File: config.mk
export PLATFORM = sky130hd
export DESIGN_NAME = lsu_bus_port
export DESIGN_NICKNAME = d
export VERILOG_FILES = /design/src/rtl/lsu_pkg.sv /design/src/rtl/lsu_beat_planner.sv /design/src/rtl/lsu_bus_port.sv
export SDC_FILE = /design/constraint.sdc
export NUM_CORES = 1
export LEC_CHECK = 0
export ABC_AREA = 1
export CELL_PAD_IN_SITES_DETAIL_PLACEMENT = 0
export CELL_PAD_IN_SITES_GLOBAL_PLACEMENT = 2
export CORE_ASPECT_RATIO = 1.75
export CORE_MARGIN = 1
export CORE_UTILIZATION = 26
export CTS_CLUSTER_SIZE = 12
export DETAILED_ROUTE_END_ITERATION = 10
export HOLD_SLACK_MARGIN = 0.12
export PLACE_DENSITY = 0.94
export SETUP_SLACK_MARGIN = 0.15
export SLEW_MARGIN = 20
export SYNTH_ARGS = -nofsm -noshare
export SYNTH_HDL_FRONTEND = slang
export SYNTH_SLANG_ARGS = --single-unit
File: constraint.sdc
create_clock -name clk -period 5.7 [get_ports clk]
set_clock_uncertainty 0.1 [all_clocks]
set_input_delay 0.855 -clock clk [delete_from_list [all_inputs] [get_ports clk]]
set_output_delay 0.855 -clock clk [all_outputs]
set_load 0.02 [all_outputs]
File: src/rtl/lsu_pkg.sv
// Shared types for the LSU bus port: size codes, FSM states and the per-beat descriptor.
package lsu_pkg;

    typedef enum logic [1:0] {
        SZ_BYTE     = 2'd0,
        SZ_HALF     = 2'd1,
        SZ_WORD     = 2'd2,
        SZ_WORD_ALT = 2'd3
    } size_e;

    typedef enum logic [1:0] {
        ST_IDLE = 2'd0,
        ST_BEAT = 2'd1,
        ST_DONE = 2'd2
    } state_e;

    // addr_off: byte offset added to the request address; res_off: result byte fed by the lowest enabled lane
    typedef struct packed {
        logic [1:0] addr_off;
        logic [1:0] be;
        logic [1:0] res_off;
    } beat_t;

    localparam int MAX_BEATS  = 3;
    localparam int BEAT_IDX_W = $clog2(MAX_BEATS);

endpackage

File: src/rtl/lsu_beat_planner.sv
// Combinational beat planner: maps (address LSB, size, beat index) to a bus beat descriptor.
// Misaligned half/word splitting is enabled by defining LSU_MISALIGNED_EN.
module lsu_beat_planner
    import lsu_pkg::*;
(
    input  logic                  addr_lsb_i,
    input  logic [1:0]            size_i,
    input  logic [BEAT_IDX_W-1:0] beat_idx_i,
    output beat_t                 beat_o,
    output logic                  last_o,
    output logic                  unsupported_o
);

    always_comb begin
        beat_o        = '0;
        last_o        = 1'b1;
        unsupported_o = 1'b0;
        unique case (size_e'(size_i))
            SZ_BYTE: begin
                beat_o.be = addr_lsb_i ? 2'b10 : 2'b01;
            end
            SZ_HALF: begin
                if (!addr_lsb_i) begin
                    beat_o.be = 2'b11;
                end else begin
`ifdef LSU_MISALIGNED_EN
                    if (beat_idx_i == 2'd0) begin
                        beat_o = '{addr_off: 2'd0, be: 2'b10, res_off: 2'd0};
                        last_o = 1'b0;
                    end else begin
                        beat_o = '{addr_off: 2'd1, be: 2'b01, res_off: 2'd1};
                    end
`else
                    unsupported_o = 1'b1;
`endif
                end
            end
            default: begin
                if (!addr_lsb_i) begin
                    if (beat_idx_i == 2'd0) begin
                        beat_o = '{addr_off: 2'd0, be: 2'b11, res_off: 2'd0};
                        last_o = 1'b0;
                    end else begin
                        beat_o = '{addr_off: 2'd2, be: 2'b11, res_off: 2'd2};
                    end
                end else begin
`ifdef LSU_MISALIGNED_EN
                    if (beat_idx_i == 2'd0) begin
                        beat_o = '{addr_off: 2'd0, be: 2'b10, res_off: 2'd0};
                        last_o = 1'b0;
                    end else if (beat_idx_i == 2'd1) begin
                        beat_o = '{addr_off: 2'd1, be: 2'b11, res_off: 2'd1};
                        last_o = 1'b0;
                    end else begin
                        beat_o = '{addr_off: 2'd3, be: 2'b01, res_off: 2'd3};
                    end
`else
                    unsupported_o = 1'b1;
`endif
                end
            end
        endcase
    end

endmodule

File: src/rtl/lsu_bus_port.sv
// Load/store responder: splits one request into 16-bit little-endian bus beats and writes back loads.
// Optional feature macro: LSU_MISALIGNED_EN (misaligned half/word split into byte-lane beats).
module lsu_bus_port
    import lsu_pkg::*;
#(
    parameter int NUM_REGS = 64,
    parameter int ADDR_W   = 28,
    parameter int REG_IDX  = $clog2(NUM_REGS) - 1
) (
    input  logic              clk,
    input  logic              rst,
    input  logic              is_load,
    input  logic              is_store,
    input  logic [31:0]       loadstore_address,
    input  logic [1:0]        loadstore_size,
    input  logic              sign_extend,
    input  logic [31:0]       store_val,
    input  logic [REG_IDX:0]  dest_idx,
    output logic              busy,
    output logic              wb_valid,
    output logic [REG_IDX:0]  wb_idx,
    output logic [31:0]       wb_val,
    output logic              misaligned,
    output logic              bus_req,
    output logic              bus_we,
    output logic [ADDR_W-1:0] bus_addr,
    output logic [1:0]        bus_be,
    output logic [15:0]       bus_wdata,
    input  logic [15:0]       bus_rdata,
    input  logic              bus_ack
);

    state_e                state_q;
    logic                  ld_q;
    logic [ADDR_W-1:0]     addr_q;
    logic [1:0]            size_q;
    logic                  sext_q;
    logic [31:0]           sdata_q;
    logic [REG_IDX:0]      dest_q;
    logic [BEAT_IDX_W-1:0] beat_q;
    logic [31:0]           acc_q;
    logic [31:0]           acc_d;
    logic                  wb_valid_q;
    logic                  mis_q;

    logic                  req;
    logic                  in_beat;
    beat_t                 beat;
    logic                  last;
    logic                  unsupported;
    logic [1:0]            lane0_idx;
    logic [1:0]            lane1_idx;
    logic [ADDR_W-1:0]     beat_addr;
    logic [15:0]           wdata_d;

    generate
        if (ADDR_W < 32) begin : g_addr_hi
            logic unused_addr_hi;
            assign unused_addr_hi = ^loadstore_address[31:ADDR_W];
        end
    endgenerate

    function automatic logic [31:0] extend(input logic [31:0] v, input logic [1:0] sz, input logic sx);
        case (size_e'(sz))
            SZ_BYTE: return sx ? {{24{v[7]}}, v[7:0]}   : {24'h0, v[7:0]};
            SZ_HALF: return sx ? {{16{v[15]}}, v[15:0]} : {16'h0, v[15:0]};
            default: return v;
        endcase
    endfunction

    assign req     = is_load | is_store;
    assign in_beat = (state_q == ST_BEAT);

    // In IDLE the planner looks at the incoming request so a misaligned one can skip straight to DONE
    lsu_beat_planner u_planner (
        .addr_lsb_i    (in_beat ? addr_q[0] : loadstore_address[0]),
        .size_i        (in_beat ? size_q : loadstore_size),
        .beat_idx_i    (in_beat ? beat_q : '0),
        .beat_o        (beat),
        .last_o        (last),
        .unsupported_o (unsupported)
    );

    assign lane0_idx = beat.res_off;
    assign lane1_idx = beat.be[0] ? beat.res_off + 2'd1 : beat.res_off;
    assign beat_addr = addr_q + ADDR_W'(beat.addr_off);

    always_comb begin
        wdata_d = '0;
        acc_d   = acc_q;
        if (beat.be[0]) begin
            wdata_d[7:0]                  = sdata_q[{lane0_idx, 3'b000} +: 8];
            acc_d[{lane0_idx, 3'b000} +: 8] = bus_rdata[7:0];
        end
        if (beat.be[1]) begin
            wdata_d[15:8]                 = sdata_q[{lane1_idx, 3'b000} +: 8];
            acc_d[{lane1_idx, 3'b000} +: 8] = bus_rdata[15:8];
        end
    end

    always_ff @(posedge clk) begin
        if (rst) begin
            state_q    <= ST_IDLE;
            ld_q       <= 1'b0;
            addr_q     <= '0;
            size_q     <= '0;
            sext_q     <= 1'b0;
            sdata_q    <= '0;
            dest_q     <= '0;
            beat_q     <= '0;
            acc_q      <= '0;
            wb_valid_q <= 1'b0;
            mis_q      <= 1'b0;
        end else begin
            wb_valid_q <= 1'b0;
            mis_q      <= 1'b0;
            unique case (state_q)
                ST_IDLE: begin
                    if (req) begin
                        ld_q    <= is_load;
                        addr_q  <= loadstore_address[ADDR_W-1:0];
                        size_q  <= loadstore_size;
                        sext_q  <= sign_extend;
                        sdata_q <= store_val;
                        dest_q  <= dest_idx;
                        beat_q  <= '0;
                        acc_q   <= '0;
                        if (unsupported) begin
                            state_q <= ST_DONE;
                            mis_q   <= 1'b1;
                        end else begin
                            state_q <= ST_BEAT;
                        end
                    end
                end
                ST_BEAT: begin
                    if (bus_ack) begin
                        if (ld_q) begin
                            acc_q <= acc_d;
                        end
                        beat_q <= beat_q + 1'b1;
                        if (last) begin
                            state_q    <= ST_DONE;
                            wb_valid_q <= ld_q;
                        end
                    end
                end
                default: begin
                    state_q <= ST_IDLE;
                end
            endcase
        end
    end

    assign busy       = ((state_q == ST_IDLE) & req) | in_beat;
    assign wb_valid   = wb_valid_q;
    assign wb_idx     = dest_q;
    assign wb_val     = extend(acc_q, size_q, sext_q);
    assign misaligned = mis_q;
    assign bus_req    = in_beat;
    assign bus_we     = in_beat & ~ld_q;
    assign bus_addr   = in_beat ? {beat_addr[ADDR_W-1:1], 1'b0} : '0;
    assign bus_be     = in_beat ? beat.be : 2'b00;
    assign bus_wdata  = (in_beat & ~ld_q) ? wdata_d : 16'h0;

endmodule

* Yosys cells after proc, flatten, opt, wreduce, memory -nomap -nowiden *
Cells that the tools add are included.

storage, ports and cells
  bits of input ports = 94
  flip-flop bits (word level) = 108
  output and inout port bits = 89

cells by class
  reductions and logical operators = 12
  $add $sub $neg = 5
  equality and inequality tests = 7
  multiplexer cells = 41
  bitwise operators = 10
  shift operators = 6

operator list
  operator                count
  $mux 32                 7
  $pmux 32 s2             2
  $bwmux 32               2
  $shift 8x7->32 const A  2
  $shiftx 32x6->8         2
  $shiftx 8x7->32         2
  $add 28x2->28           1
  $mux 2                  14
  $mux 28                 1
  $mux 16                 1
  $mux 8                  2
  $neg 5->7               2
  $mux 6                  2
  $pmux 2 s2              3
  $logic_not 2->1         4
  $mux 1                  7
  $eq 2x1->1 const B      3
  $ne 2x2->1 const B      3
  $not 1->1               6
  $reduce_and 3->1        2
  $add 2x1->2 const B     2
  $reduce_and 4->1        1
  $reduce_or 4->1         1
  $reduce_or 3->1         1
  6 further kinds         8

* Longest topological paths before layout *
  depth after elaboration = 15
  mapped depth = 17
  depth with buffers taken out = 15

* Hierarchy *
From an unflattened synthesis, not the netlist that was laid out.

second synthesis, totals
  cells, all modules = 1098
  area, all modules = 6611.3 um2

modules (own cells, without submodules)
  module            seq. area each (um2)  instances  cells each  area an instance (um2)
  lsu_bus_port      2162.1                1          1084        6538.8
  lsu_beat_planner  0.0                   1          14          72.6

* Worst setup path after synthesis *
No wires, ideal clock.

  path type = register to output
  start point = register state_q[0]
  end point = output port bus_addr[27]
  data required time = 4.745 ns
  setup slack = 2.137 ns
  arrival = 2.608 ns
  stages on the path, launching flop included = 15
  cells stage by stage = dfxtp_1 buf_6 inv_2 nor2_2 nand3_2 inv_1 buf_2 ha_1 ha_1 nand3_1 nor2_1 nand4_1 nor2_1 nand3b_1 a21oi_1

between the ends
  cells in the longest elaborated chain, start to end = 8
  elaborated cells between the ends (all ways) = 13

RTL lines
  item                    line                    source
  from (decl)             lsu_bus_port.sv:33      state_e state_q;
  from (signal assigned)  lsu_bus_port.sv:103     state_q <= ST_IDLE;
  from (signal assigned)  lsu_bus_port.sv:129     state_q <= ST_DONE;
  from (signal assigned)  lsu_bus_port.sv:132     state_q <= ST_BEAT;
  $eq 2x1->1 *            lsu_bus_port.sv:72      assign in_beat = (state_q == ST_BEAT);
  $mux 2                  lsu_bus_port.sv:78      .beat_idx_i (in_beat ? beat_q : '0),
  $logic_not 2->1         lsu_beat_planner.sv:40  if (beat_idx_i == 2'd0) begin
  $mux 6                  lsu_beat_planner.sv:40
  $mux 6                  lsu_beat_planner.sv:39  if (!addr_lsb_i) begin
  $mux 2                  lsu_beat_planner.sv:18  unique case (size_e'(size_i))
  $add 28x2->28           lsu_bus_port.sv:86      assign beat_addr = addr_q + ADDR_W'(beat.addr_off);
  $mux 28 *               lsu_bus_port.sv:162     assign bus_addr = in_beat ? {beat_addr[ADDR_W-1:1], 1'b0} : '0;
  to (decl)               lsu_bus_port.sv:26      output logic [ADDR_W-1:0] bus_addr,

Mark *: on every way between the ends. The rest lies on a longest branch, timed or not.

* Worst setup path in the final report *
  start point = register size_q[1]
  end point = output port bus_addr[19]

between the ends
  cells in the longest elaborated chain, start to end = 6
  elaborated cells between the ends (all ways) = 7

RTL lines
  item                                                  line                    source
  from (decl)                                           lsu_bus_port.sv:36      logic [1:0] size_q;
  from (signal assigned)                                lsu_bus_port.sv:122     size_q <= loadstore_size;
  $mux 2 *                                              lsu_bus_port.sv:77      .size_i (in_beat ? size_q : loadstore_size),
  $eq 2x1->1 / $logic_not 2->1 (equally long branches)  lsu_beat_planner.sv:18
  $reduce_or 2->1 (no source line) *                    --
  $mux 2 *                                              lsu_beat_planner.sv:18
  $add 28x2->28 *                                       lsu_bus_port.sv:86
  $mux 28 *                                             lsu_bus_port.sv:162

Marks and branches as above.

==> flow_summary.json <==
{
  "outcome": "completed",
  "critPathRequiredTime_ns": 4.74,
  "final.setup.worst_slack_ns": 0.893,
  "place_congestion": 0.871,
  "grt_pass1_wl_um": 32700,
  "dp_hpwl_um": 15900,
  "tns_ns": 0,
  "synthArstFlopShare_pct": 0,
  "fin_util_pct": 36.2,
  "reg2reg_depth": 9,
  "placed_area_um2": 7910,
  "use_met1_pct": 18.7,
  "power.density_nw_per_um2": 475,
  "ctsResizeCount": 0,
  "final_cell_count_no_fill": 1398,
  "synth_flop_cell": "dfxtp_1",
  "finalPower_mw": 3.90,
  "drv_slew": 0,
  "overflow": 0,
  "synth_cell_type_count": 35,
  "numCtsBuffers": 9,
  "yosys_warnings": 0,
  "grt-busiest-layer": "met2",
  "drt-initial-drc-count": 247,
  "synth_area_leaders": "dfxtp_1 (36%), nor2_1 (13%), nand2_1 (12%)",
  "synthesis.area_um2": 5980,
  "area_delta_synth_final_pct": 37.3,
  "use_met2_pct": 34.2,
  "coreArea_um2": 22700,
  "grt_use_met3_pct": 3.31,
  "viasPerCell": 4.58,
  "num_io_pins": 183,
  "ir_worst_vdd_v": 0.000180,
  "post_cts_buffers": 0,
  "tightestPinTransition_ns": 0.994,
  "rsz0062_at_grt": "no",
  "slew_headroom_pct": 33.6,
  "die_w_um": 117,
  "wl_um": 21100,
  "rows": 73,
  "path_clk_slew_ns": 0.08,
  "finalCritPeriodShare_pct": 84.3,
  "worst-path-max-fanout": 12,
  "vias": 6402,
  "hold-path-cell-count": 1,
  "ys_seq_elements": 108,
  "antenna_left": 0,
  "power_leakage_nw": 3.38,
  "h-tree-depth": 3,
  "cts_tree": "done",
  "clockBufferDepth": 2,
  "layout_min_cycle_time_ns": 4.81,
  "yosysMostFrequentCell": "nor2_1",
  "cp.arrival_ns": 3.85,
  "cts_root_buf": "clkbuf_16",
  "portBuffers": 177,
  "place_ws_ns": 1.17,
  "netlist_top_cells_count": "nor2_1 (203), nand2_1 (185), o21ai_0 (128)",
  "synth_top_cell_area_share_pct": 36.2,
  "track_usage_pct": 18.3,
  "start_util_pct": 26.4,
  "path_class": "reg2out",
  "maxCapViolations": 0,
  "cp-end-kind": "output pin",
  "die_area_um2": 23600,
  "hold_class": "reg2reg",
  "nets": 1194,
  "netlist_instances": 953,
  "cp-start-kind": "register",
  "drt_first_pass_iters": 5,
  "max_freq_mhz": 208,
  "setup_viol": 0,
  "synth_nets": 1055,
  "grt_pass1_vias": 6289,
  "hold_ws_ns": 0.330,
  "critPathMaxStageDelay_ns": 0.63,
  "seq_area_frac_synth_pct": 36.2,
  "cpMaxStageDelayCell": "clkdlybuf4s50_1",
  "yosysTopAreaCell": "dfxtp_1",
  "worstPathCellList": "inv_1 -> nor2_1 -> nand3_2 -> inv_1 -> ha_1 -> ha_1 -> nand3_1 -> nor3_1 -> nand3_1 -> nor2_1 -> o21ai_0 -> a21oi_1 -> clkdlybuf4s50_1",
  "syn_avg_cell_area_um2": 6.27,
  "layout-drive-gt1-share_pct": 3.92,
  "die_h_um": 203,
  "cts.sinks": 108,
  "grt_max_degree": 90,
  "dp_cells": 1381,
  "cts_hold_buf": 0,
  "hold_viol": 0,
  "clock_latency_ns": 0.37,
  "fin_area_um2": 8210,
  "drc_errors": 0,
  "wl_per_cell_um": 15.1,
  "synth_edf_count": 0,
  "antenna_found_initial": 1
}
## logic make-up after synthesis
kind of cell               synth area share, %
and+or+nand+nor                           33.7
AOI/OAI and AO/OA                         17.2
buffers and inverters                     10.5
DFF                                       36.2
adders and majority gates                 1.67
xor gates and xnor gates                 0.733
other                                   0.0627
## report_power, final
group | switching (mW) | total [mW] | internal [mW]
sequential | 0.187 | 1.20 | 1.01
combinational | 1.35 | 2.05 | 0.707
clock | 0.331 | 0.641 | 0.309
## flip-flops by register name (all words and copies together), names as in the netlist, 2 cells and up
name and flops:
wb_idx 6, size_q 2, acc_q 32, beat_q 2
sdata_q 32, state_q 2, addr_q 28
## per-layer routing
metal	wire, µm	part of all wire, %
met1	7920	38
met2	11400	54
met3	865	4.1
met4	913	4.3
met5	0	0
## critical path, delay by kind of cell (launching register included)
family / cells / cell delay [ns]
AO/OA/AOI/OAI: 2 / 0.24
adder cells (fa/ha/maj): 2 / 0.43
buffers and inverters: 3 / 1.05
flip-flops: 1 / 0.61
AND/OR/NAND/NOR: 6 / 1.16
## final timing paths
path / to / slack, ns / startpoint
min reg2reg: beat_q[0]$_SDFFE_PP0P_ / 0.33 / beat_q[0]$_SDFFE_PP0P_
max: bus_addr[19] / 0.89 / size_q[1]$_SDFFE_PP0P_
max reg2reg: acc_q[27]$_SDFFE_PP0P_ / 2.50 / state_q[0]$_SDFFE_PP0P_
min: beat_q[0]$_SDFFE_PP0P_ / 0.33 / beat_q[0]$_SDFFE_PP0P_
## cell usage in the layout, fill, tap and decap left out, drive strengths merged, types with 3 or more instances in the layout
master and instances:
a211oi 3, a21oi 60, buf 8, clkbuf 9, clkdlybuf4s50 177, clkinv 5
dfxtp 108, ha 8, inv 93, nand2 190, nand3 42, nand4 20
nor2 205, nor3 20, o21ai 130, xnor2 3
## area by class of cell
type / instances / area, µm²
tap: 300 / 375
fill: 2519 / 14400
inverter: 91 / 343
multi-input combinational: 697 / 3200
sequential: 108 / 2160
timing repair buffer: 185 / 1830
clock inverter: 7 / 70.1
antenna: 1 / 2.50
clock buffer: 9 / 225
No activity file was read; power rests on OpenSTA's default activity.
==> RTL edit 1, RTL diff (same flow settings) <==
Add a define of `LSU_MISALIGNED_EN`.
--- a/src/rtl/lsu_beat_planner.sv
+++ b/src/rtl/lsu_beat_planner.sv
@@ -1,5 +1,7 @@
 // Combinational beat planner: maps (address LSB, size, beat index) to a bus beat descriptor.
 // Misaligned half/word splitting is enabled by defining LSU_MISALIGNED_EN.
+`define LSU_MISALIGNED_EN
+
 module lsu_beat_planner
     import lsu_pkg::*;
 (
Function: changed (Yosys sat finds a counterexample within 4 cycles, from zero or initial values and one cycle with rst high).
==> RTL edit 1 against the unedited design <==
  * Global-route usage is 1.0 points higher
  * Sequential cell count is 1 lower
  * Setup slack got worse by 0.46 ns
  * Cell area rose by 13%
  * Routed wire length up 26%
  * First-iteration DRC count up 69%
  * Synthesized area increased by 18%
  * Synthesized cell count grew 23%
  * Critical endpoint is now bus_addr[20]
  * Largest cell class unchanged
Power is not compared: it rests on default switching activity, and its combinational part moved more than twofold at a synthesized area within 25%.
==> RTL edit 1: results (changes against the unedited design) <==
metric	value	unit	change
via count normalized by instance count	4.844		+5.8%
largest net degree at the start of global routing	72		-20%
fraction of the mapped netlist area in adder cells	1.885	%	+0.21 points
vias in the first global route	7683		+22%
routed wire length per instance	16.18	um	+7.3%
met2 Resource Use GR	38.27	%	+4.1 points
top area cells in the synthesized netlist	dfxtp_1 30%, nand2_1 15%, nor2_1 12%		
worst setup slack for register-to-register paths	1.54	ns	-0.96 ns
total number of H-tree levels	3		unchanged
number of cells produced by synthesis	1174		+23%
number of hold buffers added after cts	0		unchanged
count of nets after finishing	1412		+18%
post-CTS resize count	0		unchanged
pre-CTS setup slack	0.4647	ns	-0.7029 ns
relative slew slack	33.09	%	-0.55 points
HP Class	reg -> reg		
library cell used as clock root buffer	clkbuf_16		
XOR/XNOR Fraction of Synth Area	1.619	%	+0.89 points
Filler Cells Inserted	2919		+16%
met1 usage in global routing	19.66	%	+0.98 points
synth unique cells	36		+2.9%
end point of the critical path	bus_addr[20]		
sum of met2 wire segment lengths after detailed routing	14480	um	+27%
aggregate global-route resource usage	19.33	%	+1.0 points
first element of the critical path	loadstore_size[1]		
post-synthesis sequential area ratio	30.45	%	-5.7 points
Hold Worst Slack	0.3651	ns	+0.03489 ns
non-filler cells, final	1637		+17%
number of diodes	0		-1
Port Buffer Count	176		-0.56%
worst supply voltage drop on vdd	0.0001867	V	
met3 usage in global routing	3.569	%	+0.26 points
worst r2r path cells	17		+8
wire length the detailed router placed on met1	10070	um	+27%
data arrival time at the worst-slack endpoint	4.31	ns	+0.46 ns
layout cells sized above 1	5.103	%	+1.2 points
routed length on met3	1217	um	+41%
clock slew at the register clock pins of the worst setup and hold paths	0.07	ns	
share of the synthesized area in compound gates (AO/OA/AOI/OAI)	15.17	%	-2.0 points
DP Wirelength	20000	um	+26%
number of detailed-route iterations in the first pass	5		unchanged
Async S/R FF share, synth	0	%	unchanged
Critical Path Max Stage Delay	0.63	ns	about the same
Clk Latency, worst-skew pair	0.37	ns	about the same
Hold Path Depth	2		+1
weighted congestion reported at the end of routability-driven placement	0.8901		+2.2%
cell types with the highest counts after synthesis	275 x nand2_1, 232 x nor2_1, 114 x o21ai_0		
Placed Area	8949	um^2	+13%
1st-iter DRT viols	418		+69%
R2R Path End	acc_q[29]		
Synth Warn #	0		unchanged
R2R Path Start	state_q[0]		
maximum buffer depth of the clock tree	2		unchanged
initial antenna violation count	0		-1
Hold Startpoint	acc_q[30]		
first-pass GRT wire length	41060	um	+25%
result of the run	finished, final reports clean		
top fanout value on the critical path	7		-5
worst hold path endpoint	acc_q[30]		
-- RTL edit 1: cell count changes in the layout (fill, tap and decap cells not counted), sizes merged, moves of 11 or more --
| cell | unedited run | this run |
|---|---|---|
| nand2 | 190 | 287 |
| a31oi | 0 | 11 |
| nor2 | 205 | 241 |
| nand3 | 42 | 97 |
-- RTL edit 1: area by class of cell --
type	instances	area (um^2)	area share, %
Tap cell	324	405.4	4.365
Clock inverter	6	93.84	1.010
Clock buffer	10	229.0	2.465
Multi-Input combinational cell	910	4208	45.31
Timing Repair Buffer	191	1874	20.18
Inverter	89	335.3	3.610
Sequential cell	107	2142	23.06
-- RTL edit 1: power groups by stage --
stage | registers [W] | logic [W] | clock network [W]
floorplan | 0.000920 | 0.000622 | 0
global placement | 0.000939 | 0.000948 | 0
detailed placement | 0.000941 | 0.000955 | 0
CTS | 0.000923 | 0.000959 | 0.000727
global route | 0.000936 | 0.00106 | 0.000755
finish | 0.000923 | 0.000949 | 0.000709
==> RTL edit 2, RTL diff (same flow settings) <==
Without the edit above. Encoding of `state_e`: now one-hot (3 bits for 3 states).
--- a/src/rtl/lsu_pkg.sv
+++ b/src/rtl/lsu_pkg.sv
@@ -8,10 +8,10 @@
         SZ_WORD_ALT = 2'd3
     } size_e;
 
-    typedef enum logic [1:0] {
-        ST_IDLE = 2'd0,
-        ST_BEAT = 2'd1,
-        ST_DONE = 2'd2
+    typedef enum logic [2:0] {
+        ST_IDLE = 3'b001,
+        ST_BEAT = 3'b010,
+        ST_DONE = 3'b100
     } state_e;
 
     // addr_off: byte offset added to the request address; res_off: result byte fed by the lowest enabled lane
Formal check against the unedited RTL: same outputs for any inputs over 4 cycles, from zero or initial values and one cycle with rst high; so few cycles prove little.
==> RTL edit 2 against the unedited design <==
  * Routed wire length up 0.97%
  * Count of clock-buffer cells in the layout unchanged
  * Cell area increased by 1.3%
  * Sequential cell count up 1
  * Setup slack got worse by 0.25 ns
  * Synthesized area up 1.5%
  * Hold slack improved by 0.031 ns
Power is not compared: it rests on default switching activity, and its combinational part moved more than twofold at a synthesized area within 25%.
==> RTL edit 2: results (changes against the unedited design) <==
metric	value	unit	change
worst setup slack for register-to-register paths	2.40	ns	-0.10 ns
internal power	0.001557	W	
number of detailed-route iterations in the first pass	4		-1
summed instance area of the synthesized netlist	6072	um^2	+1.5%
R2R Path Start	state_q[0]		
post-synthesis sequential area ratio	35.94	%	-0.22 points
relative slew slack	35.64	%	+2.0 points
number of setup buffers added after CTS	0		unchanged
Clk Latency, worst-skew pair	0.37	ns	about the same
weighted congestion reported at the end of routability-driven placement	0.8219		-5.7%
number of placed cells counting well taps	1373		-0.58%
1st-iter DRT viols	289		+17%
Regs by FF count	acc_q x32, sdata_q x32, addr_q x28		
pre-CTS setup slack	0.6297	ns	-0.5379 ns
largest net degree at the start of global routing	94		+4.4%
routed wire length per instance	15.31	um	+1.5%
synth unique cells	41		+17%
Num CTS Buffers	9		unchanged
vias in the first global route	6335		+0.73%
routed length on met3	971	um	+12%
initial antenna violation count	2		+1
layout cells sized above 1	5.142	%	+1.2 points
post-detailed-routing wire length	21300	um	+0.97%
data arrival time at the worst-slack endpoint	4.10	ns	+0.25 ns
DP Wirelength	15900	um	about the same
first-pass GRT wire length	33190	um	+1.4%
count of nets after finishing	1186		-0.67%
top area cells in the synthesized netlist	dfxtp_1 36%, nor2_1 13%, nand2_1 10%		
met1 usage in global routing	17.75	%	-0.93 points
end point of the critical path	bus_addr[27]		
post-synth net total	1045		-0.95%
wire length the detailed router placed on met1	8164	um	+3.0%
comb pwr	0.000824	W	
result of the run	finished, final reports clean		
Hold Path Depth	2		+1
first element of the critical path	loadstore_size[1]		
top fanout value on the critical path	7		-5
via count normalized by instance count	4.520		-1.3%
sum of met2 wire segment lengths after detailed routing	11590	um	+1.8%
Placed Area	7994	um^2	+1.1%
R2R Path End	acc_q[31]		
met3 usage in global routing	3.962	%	+0.65 points
aggregate global-route resource usage	17.92	%	-0.38 points
worst hold path endpoint	sdata_q[3]		
worst r2r path cells	12		+3
setup slack of the critical path after layout	0.6460	ns	-0.2468 ns
met2 Resource Use GR	34.87	%	+0.66 points
Hold Worst Slack	0.3612	ns	+0.03101 ns
cell types with the highest counts after synthesis	205 x nor2_1, 169 x nand2_1, 109 x dfxtp_1		
-- RTL edit 2: cell count changes after synthesis, moves of 3 or more --
cell | before | now
o21ai_0 | 128 | 108
clkbuf_1 | 36 | 26
o21ai_1 | 0 | 3
nand3_4 | 2 | 5
nand3_1 | 38 | 26
o22ai_1 | 1 | 7
nand2_1 | 185 | 169
a21oi_1 | 60 | 66
nand2_4 | 0 | 3
buf_2 | 5 | 12
inv_2 | 3 | 8
inv_1 | 87 | 93
-- RTL edit 2: layout make-up --
class,instances,area [um^2]
Clock inverter,7,90.09
Antenna cell,2,5.005
Sequential cell,109,2182
Timing Repair Buffer,183,1817
Tap cell,300,375.4
Clock buffer,9,225.2
Multi-Input combinational cell,678,3227
Inverter,103,392.9
Fill cell,2526,14520
-- RTL edit 2: kinds of logic after synthesis --
group	count (synthesis)	share of synthesized area, %
mux	1	0.1649
other cells	1	0.06176
buf+inv	156	10.96
flops	109	35.94
fa+ha+maj	8	1.649
compound gates	193	16.61
simple gates	469	33.75
xor+xnor	6	0.8654
